File: config.mk
export PLATFORM = sky130hd
export DESIGN_NAME = sram_port_arbiter
export DESIGN_NICKNAME = d
export VERILOG_FILES = /design/src/rtl/sram_port_arbiter.sv
export SDC_FILE = /design/constraint.sdc
export NUM_CORES = 1
export LEC_CHECK = 0
export CAP_MARGIN = 30
export CORE_AREA = 4 4 119 121
export CTS_CLUSTER_SIZE = 14
export DETAILED_ROUTE_END_ITERATION = 8
export DIE_AREA = 0 0 123 125
export PLACE_DENSITY = 0.79
export RECOVER_POWER = 25
export SYNTH_ARGS = -nofsm -noshare
export SYNTH_HDL_FRONTEND = slang
export SYNTH_SLANG_ARGS = --single-unit
File: constraint.sdc
create_clock -name clk -period 2 [get_ports clk]
set_input_delay 0.4 -clock clk [delete_from_list [all_inputs] [get_ports clk]]
set_output_delay 0.4 -clock clk [all_outputs]
set_load 0.02 [all_outputs]
File: src/rtl/sram_port_arbiter.sv
// Arbitrates one 1-cycle-latency single-port SRAM between the fetch and data ports.
// Data has priority; fetch is forced through after STARVE_LIMIT consecutive data wins.
module sram_port_arbiter #(
    parameter int unsigned STARVE_LIMIT = 4
) (
    input  logic        clk,
    input  logic        reset,

    input  logic        inst_req_valid,
    output logic        inst_req_ready,
    input  logic [3:0]  inst_req_wen,
    input  logic [31:0] inst_req_addr,
    input  logic [31:0] inst_req_wdata,
    output logic        inst_rsp_valid,
    input  logic        inst_rsp_ready,
    output logic [31:0] inst_rsp_rdata,

    input  logic        data_req_valid,
    output logic        data_req_ready,
    input  logic [3:0]  data_req_wen,
    input  logic [31:0] data_req_addr,
    input  logic [31:0] data_req_wdata,
    output logic        data_rsp_valid,
    input  logic        data_rsp_ready,
    output logic [31:0] data_rsp_rdata,

    output logic        sram_en,
    output logic [3:0]  sram_wen,
    output logic [31:0] sram_addr,
    output logic [31:0] sram_wdata,
    input  logic [31:0] sram_rdata
);

    localparam int unsigned DATA_W   = 32;
    localparam int unsigned STREAK_W = 4;

    logic                gnt_inst_q;
    logic                gnt_data_q;
    logic                held_inst_q;
    logic                held_data_q;
    logic [DATA_W-1:0]   hold_inst_q;
    logic [DATA_W-1:0]   hold_data_q;
    logic [STREAK_W-1:0] streak;

    logic inst_elig;
    logic data_elig;
    logic starved;
    logic grant_inst;
    logic grant_data;

    // Response outputs: bypass SRAM data in the cycle after a grant, else replay the hold register.
    always_comb begin
        inst_rsp_valid = 1'b0;
        data_rsp_valid = 1'b0;
        inst_rsp_rdata = '0;
        data_rsp_rdata = '0;
        if (!reset) begin
            inst_rsp_valid = gnt_inst_q | held_inst_q;
            data_rsp_valid = gnt_data_q | held_data_q;
            inst_rsp_rdata = gnt_inst_q ? sram_rdata : hold_inst_q;
            data_rsp_rdata = gnt_data_q ? sram_rdata : hold_data_q;
        end
    end

    // Grant selection: a port may only issue when its response slot frees up this cycle.
    always_comb begin
        inst_elig  = inst_req_valid & (~inst_rsp_valid | inst_rsp_ready);
        data_elig  = data_req_valid & (~data_rsp_valid | data_rsp_ready);
        starved    = (streak == STREAK_W'(STARVE_LIMIT));
        grant_data = ~reset & data_elig & ~(inst_elig & starved);
        grant_inst = ~reset & inst_elig & ~grant_data;
        inst_req_ready = grant_inst;
        data_req_ready = grant_data;
    end

    // SRAM drive from the granted port; all zero when idle.
    always_comb begin
        sram_en    = 1'b0;
        sram_wen   = '0;
        sram_addr  = '0;
        sram_wdata = '0;
        if (grant_inst) begin
            sram_en    = 1'b1;
            sram_wen   = inst_req_wen;
            sram_addr  = inst_req_addr;
            sram_wdata = inst_req_wdata;
        end else if (grant_data) begin
            sram_en    = 1'b1;
            sram_wen   = data_req_wen;
            sram_addr  = data_req_addr;
            sram_wdata = data_req_wdata;
        end
    end

    // Grant history, response hold state and starvation counter.
    always_ff @(posedge clk) begin
        if (reset) begin
            gnt_inst_q  <= 1'b0;
            gnt_data_q  <= 1'b0;
            held_inst_q <= 1'b0;
            held_data_q <= 1'b0;
            hold_inst_q <= '0;
            hold_data_q <= '0;
            streak      <= '0;
        end else begin
            gnt_inst_q  <= grant_inst;
            gnt_data_q  <= grant_data;
            held_inst_q <= inst_rsp_valid & ~inst_rsp_ready;
            held_data_q <= data_rsp_valid & ~data_rsp_ready;
            if (gnt_inst_q) begin
                hold_inst_q <= sram_rdata;
            end
            if (gnt_data_q) begin
                hold_data_q <= sram_rdata;
            end
            if (grant_inst || !inst_req_valid) begin
                streak <= '0;
            end else if (grant_data && !starved) begin
                streak <= streak + STREAK_W'(1);
            end
        end
    end

endmodule

# == Word-level counts from Yosys, hierarchy flattened ==
# Index checks and enable logic that the tools add are counted.
# word_totals
ff_bits,72
input_bits,174
out_inout_bits,137
word_cells,48
# op_classes
n_addsub,1
n_eq_ne,1
n_mux,14
bitwise_logic,20
reduce_logical,5
# ops
op,n
32-bit 2-to-1 mux,8
1-bit AND,9
4-bit 2-to-1 mux,2
1-bit NOT,7
"4-bit by 1-bit adder with 4-bit output, second input constant",1
"4-bit by 3-bit == test with 1-bit output, second input constant",1
1-bit 2-to-1 mux,4
1-bit bitwise OR,4
1-bit zero test,2
2-bit OR reduction,1
1-bit logical AND,1
1-bit logical OR,1

# == Depth between registers and ports, before layout ==
# depth
word_depth,12
mapped_depth,8

# == Worst setup path before layout ==
# OpenSTA, ideal clock, no wires.
# synth_path
path_type,input to output
startpoint,in reset
endpoint,out sram_addr[26]
t_arrival_ns,1.640
t_required_ns,1.600
path_slack_ns,-0.040
cell_stages,6
n_path_buf,2
cell_sequence,buf_2 nand2b_1 o21bai_1 nor2_4 buf_6 a22o_1
# synth_between
elab_chain_len,10
# synth_lines
element,line_no,text
from (decl),7,"input logic reset,"
1-bit 2-to-1 mux,57,if (!reset) begin
1-bit NOT,67,inst_elig = inst_req_valid & (~inst_rsp_valid | inst_rsp_ready);
1-bit bitwise OR,67,
1-bit AND,67,
1-bit AND,70,grant_data = ~reset & data_elig & ~(inst_elig & starved);
1-bit NOT,70,
1-bit AND,70,
1-bit NOT,71,grant_inst = ~reset & inst_elig & ~grant_data;
1-bit AND *,71,
via inst_req_ready,10,"output logic inst_req_ready,"
32-bit 2-to-1 mux *,82,if (grant_inst) begin
to (decl),29,"output logic [31:0] sram_addr,"
# Mark *: on every way through the listed nets, which the timed path passes. The rest lies on a longest branch.

# == Final worst setup path ==
# layout_path
startpoint,reg streak[0]
endpoint,out sram_addr[25]
# layout_between
elab_chain_len,7
# layout_lines
element,line_no,text
from (decl),43,logic [STREAK_W-1:0] streak;
from (signal assigned),119,streak <= streak + STREAK_W'(1);
4-bit by 3-bit == test with 1-bit output *,69,starved = (streak == STREAK_W'(STARVE_LIMIT));
1-bit AND *,70,
1-bit NOT *,70,
1-bit AND *,70,
1-bit NOT,71,
1-bit AND,71,
32-bit 2-to-1 mux *,82,
# Every way passes the cells marked *; elsewhere a longest branch is shown, timed or not.

==> metrics.md <==
| Metric | Value |
|---|---|
| Hold Path Class | `register to register` |
| Power, Total | `4.83 mW` |
| Total iterations of the first detailed-routing run | `4` |
| Clk pin slew, worst setup/hold paths | `0.06 ns` |
| Final std cells w/o fill | `slightly below 900` |
| Post-DR wirelength/cell | `approximately 21 um` |
| Total CTS buffers | `9` |
| Portion of total power attributed to sequential cells | `31.4%` |
| CP Data Required Time | `roughly 1.6 ns` |
| Die X-Extent | `between 100 and 150 um` |
| Post-layout min period | `2.58 ns` |
| Failing checks | `negative setup slack` |
| First-pass GRT wire length | `26400 um` |
| Slew Limit Fails | `0` |
| Final Hold Viols | `0` |
| Critical path launch point type | `register` |
| Setup-failing EPs final | `120` |
| Largest net degree at the start of global routing | `46` |
| Dpl cells | `818` |
| Synthesized cell area | `3380 um2` |
| H-Tree Depth | `3` |
| CP Class | `register to primary output` |
| GR Overflow Total | `0` |
| CP max stage delay | `0.32 ns` |
| Status | `finished with violations` |
| NetSw | `1.34 mW` |
| Setup WS pre-CTS | `-0.918 ns` |
| Top fanout value on the critical path | `8` |
| Core footprint | `13100 um2` |
| Yosys warnings | `0` |
| Initial Util | `25.8%` |
| Clock Path Buffers | `2` |
| Worst Skew | `just under 0.008 ns` |
| Final RePlAce weighted congestion | `0.942` |
| Int Pwr | `3.49 mW` |
| Initial antenna violation count | `5` |
| Tightest Pin Transition | `0.846 ns` |
| CTS tree | `built` |
| P per Cell Area | `about 620 nW/um2` |
| GRT Util Overall | `22.9%` |
| Synthesized instance count | `341` |
| Unrepaired setup endpoints after global routing | `yes` |
| Mean area per synthesized cell | `9.90 um2` |
| Worst Slack Setup Final | `-0.585 ns` |
| Area growth from synthesis to layout | `131%` |
| Std-Cell Rows | `between 40 and 50` |
| Final net count | `~870` |
| Total of max-cap violations | `0` |
| DR iter-0 viols | `200` |
| Layout cells sized above 1 | `35.7%` |
| Vias per cell | `4.77` |
| Sw Ratio | `between 20% and 30%` |
| Vias in the first global route | `4382` |
| Synth cell types | `26` |
| Syn Nets | `517` |
| Die Height | `roughly 130 um` |
| Critical path endpoint category | `primary output` |
| Pleak | `3.47 nW` |
| Sequential-to-total area share from yosys stat | `42.7%` |
| Clk root buf | `clkbuf_16` |
| IO Pins | `311` |
| Layout filler cell count | `approximately 1100` |
| Clock Latency Late Sink | `0.33 ns` |
| Worst VDD drop | `0.331 mV` |
| Comb pwr share | `33.1%` |
| CP Cell Sequence | `inv_2, ha_4, and3b_2, buf_6, nand2_4, o21a_4, buf_12, buf_12, buf_6, a22o_4, buf_6` |
| Share of power burned in the clock network | `35.4%` |
| Critical path's slowest cell | `dfxtp_2` |
| F_max | `0.387 GHz` |
| Worst slew margin | `43.6%` |
| Post-detail-place hpwl | `13300 um` |
| Full die area | `15400 um2` |
| Crit path arrival time | `2.18 ns` |
| Number of clock sinks | `72` |
| CP dominant cell by count | `buf_6` |
| Vias post-DR | `roughly 4200` |
| Period utilization | `129%` |
| WL final | `between 15000 and 20000 um` |
| DRC viols | `0` |
| Port Buffer Count | `between 300 and 400` |
| Antenna Nets Post-Route | `0` |
| Flops & latches, synth | `72` |
[power groups by stage]
stage,registers [mW],logic (mW),clock network (mW)
floorplan,1.54,0.644,0
CTS,1.52,1.61,1.74
finish,1.52,1.60,1.71
detailed placement,1.55,1.45,0
global placement,1.55,1.43,0
global route,1.52,1.68,1.80
[logic make-up after synthesis]
kind of cell / count (synthesis) / share of synthesized area (%)
adders and majority gates: 2 / 0.741
AOI/OAI and AO/OA: 74 / 19.1
buffers and inverters: 34 / 6.15
muxes: 65 / 19.3
and+or+nand+nor: 94 / 12.0
DFF: 72 / 42.7
[worst paths after layout]
path | startpoint | end | slack (ns) | cells past startpoint
max reg2reg | gnt_data_q | hold_data_q[31] | 0.33 | 5
min | hold_inst_q[3] | hold_inst_q[3] | 0.51 | 2
max | streak[0] | sram_addr[25] | -0.58 | 11
min reg2reg | hold_inst_q[3] | hold_inst_q[3] | 0.51 | 2
[critical path, delay by kind of cell (launching register included)]
kind	cells	cell delay, ns
buffers and inverters	6	0.68
AO/OA/AOI/OAI	2	0.43
adder cells (fa/ha/maj)	1	0.14
flip-flops	1	0.32
AND/OR/NAND/NOR	2	0.27
[Yosys cell counts, drive strengths merged]
cell type  instances  share of area [%]
o21a               2               0.44
and3               1               0.19
nor3               5                1.2
inv                3               0.33
buf               27                5.4
nand3              3               0.44
a22o              68                 18
or3                1               0.19
or2                1               0.19
nor2              75                8.6
nand2              4               0.44
o21ba              1               0.48
a21oi              2               0.30
and3b              1               0.26
mux2i             65                 19
ha                 2               0.74
o21bai             1               0.22
clkbuf             4               0.44
nand2b             2               0.37
dfxtp             72                 43
nor4               1               0.19
[layout make-up]
class / count / area (um2) / share of cell area [%]
Inverter: 3 / 11.3 / 0.144
Sequential cell: 72 / 1450 / 18.6
Clock inverter: 6 / 90.1 / 1.15
Antenna cell: 1 / 2.50 / 0.0321
Timing Repair Buffer: 372 / 3720 / 47.7
Tap cell: 176 / 220 / 2.82
Multi-Input combinational cell: 235 / 2080 / 26.7
Clock buffer: 10 / 229 / 2.93
[per-layer routing]
layer,vias up,GRT usage [%],share of wire [%]
met2,194,41.9,53
li1,1955,-,-
met5,-,0,0.29
met3,38,10.3,11
met4,8,6.38,2.3
met1,1980,23.1,34
[stage by stage]
stage / hold WS, ns / area (um2) / util [%] / TNS (ns)
after global placement: 0.489 / 7040 / 53.8 / -69.80
after floorplan: 0.474 / 3690 / - / -1.16
after detailed placement: 0.495 / 7040 / 53.8 / -73.20
after global routing: 0.536 / 7810 / 59.7 / -61.12
final: 0.513 / 7810 / 59.7 / -50.92
after CTS: 0.509 / 7960 / 60.8 / -34.99
[repair_timing]
item                       4_1_cts  5_1_grt
gates resized for setup        526      120
buffers inserted                12       11
hold buffers                     0        0
setup endpoints to repair      136      121
pin swaps                       43       23
cloned                          15        3
[state kept, by name, indices dropped and copies added, names as in the netlist]
register     count
hold_inst_q     32
gnt_data_q       1
held_inst_q      1
hold_data_q     32
held_data_q      1
streak           4
gnt_inst_q       1
[layout by cell type, fill, tap and decap left out, types with 8 or more instances in the layout]
master and n:
clkbuf_2 38, buf_4 31, buf_16 11, a22o_4 36, buf_12 9, dlygate4sd2_1 9, mux2i_1 64, a22o_1 32
buf_2 19, clkbuf_1 8, buf_6 69, clkdlybuf4s50_1 172, dfxtp_1 68, nor2_1 74, clkbuf_16 10
No activity file was read; power rests on OpenSTA's default activity.
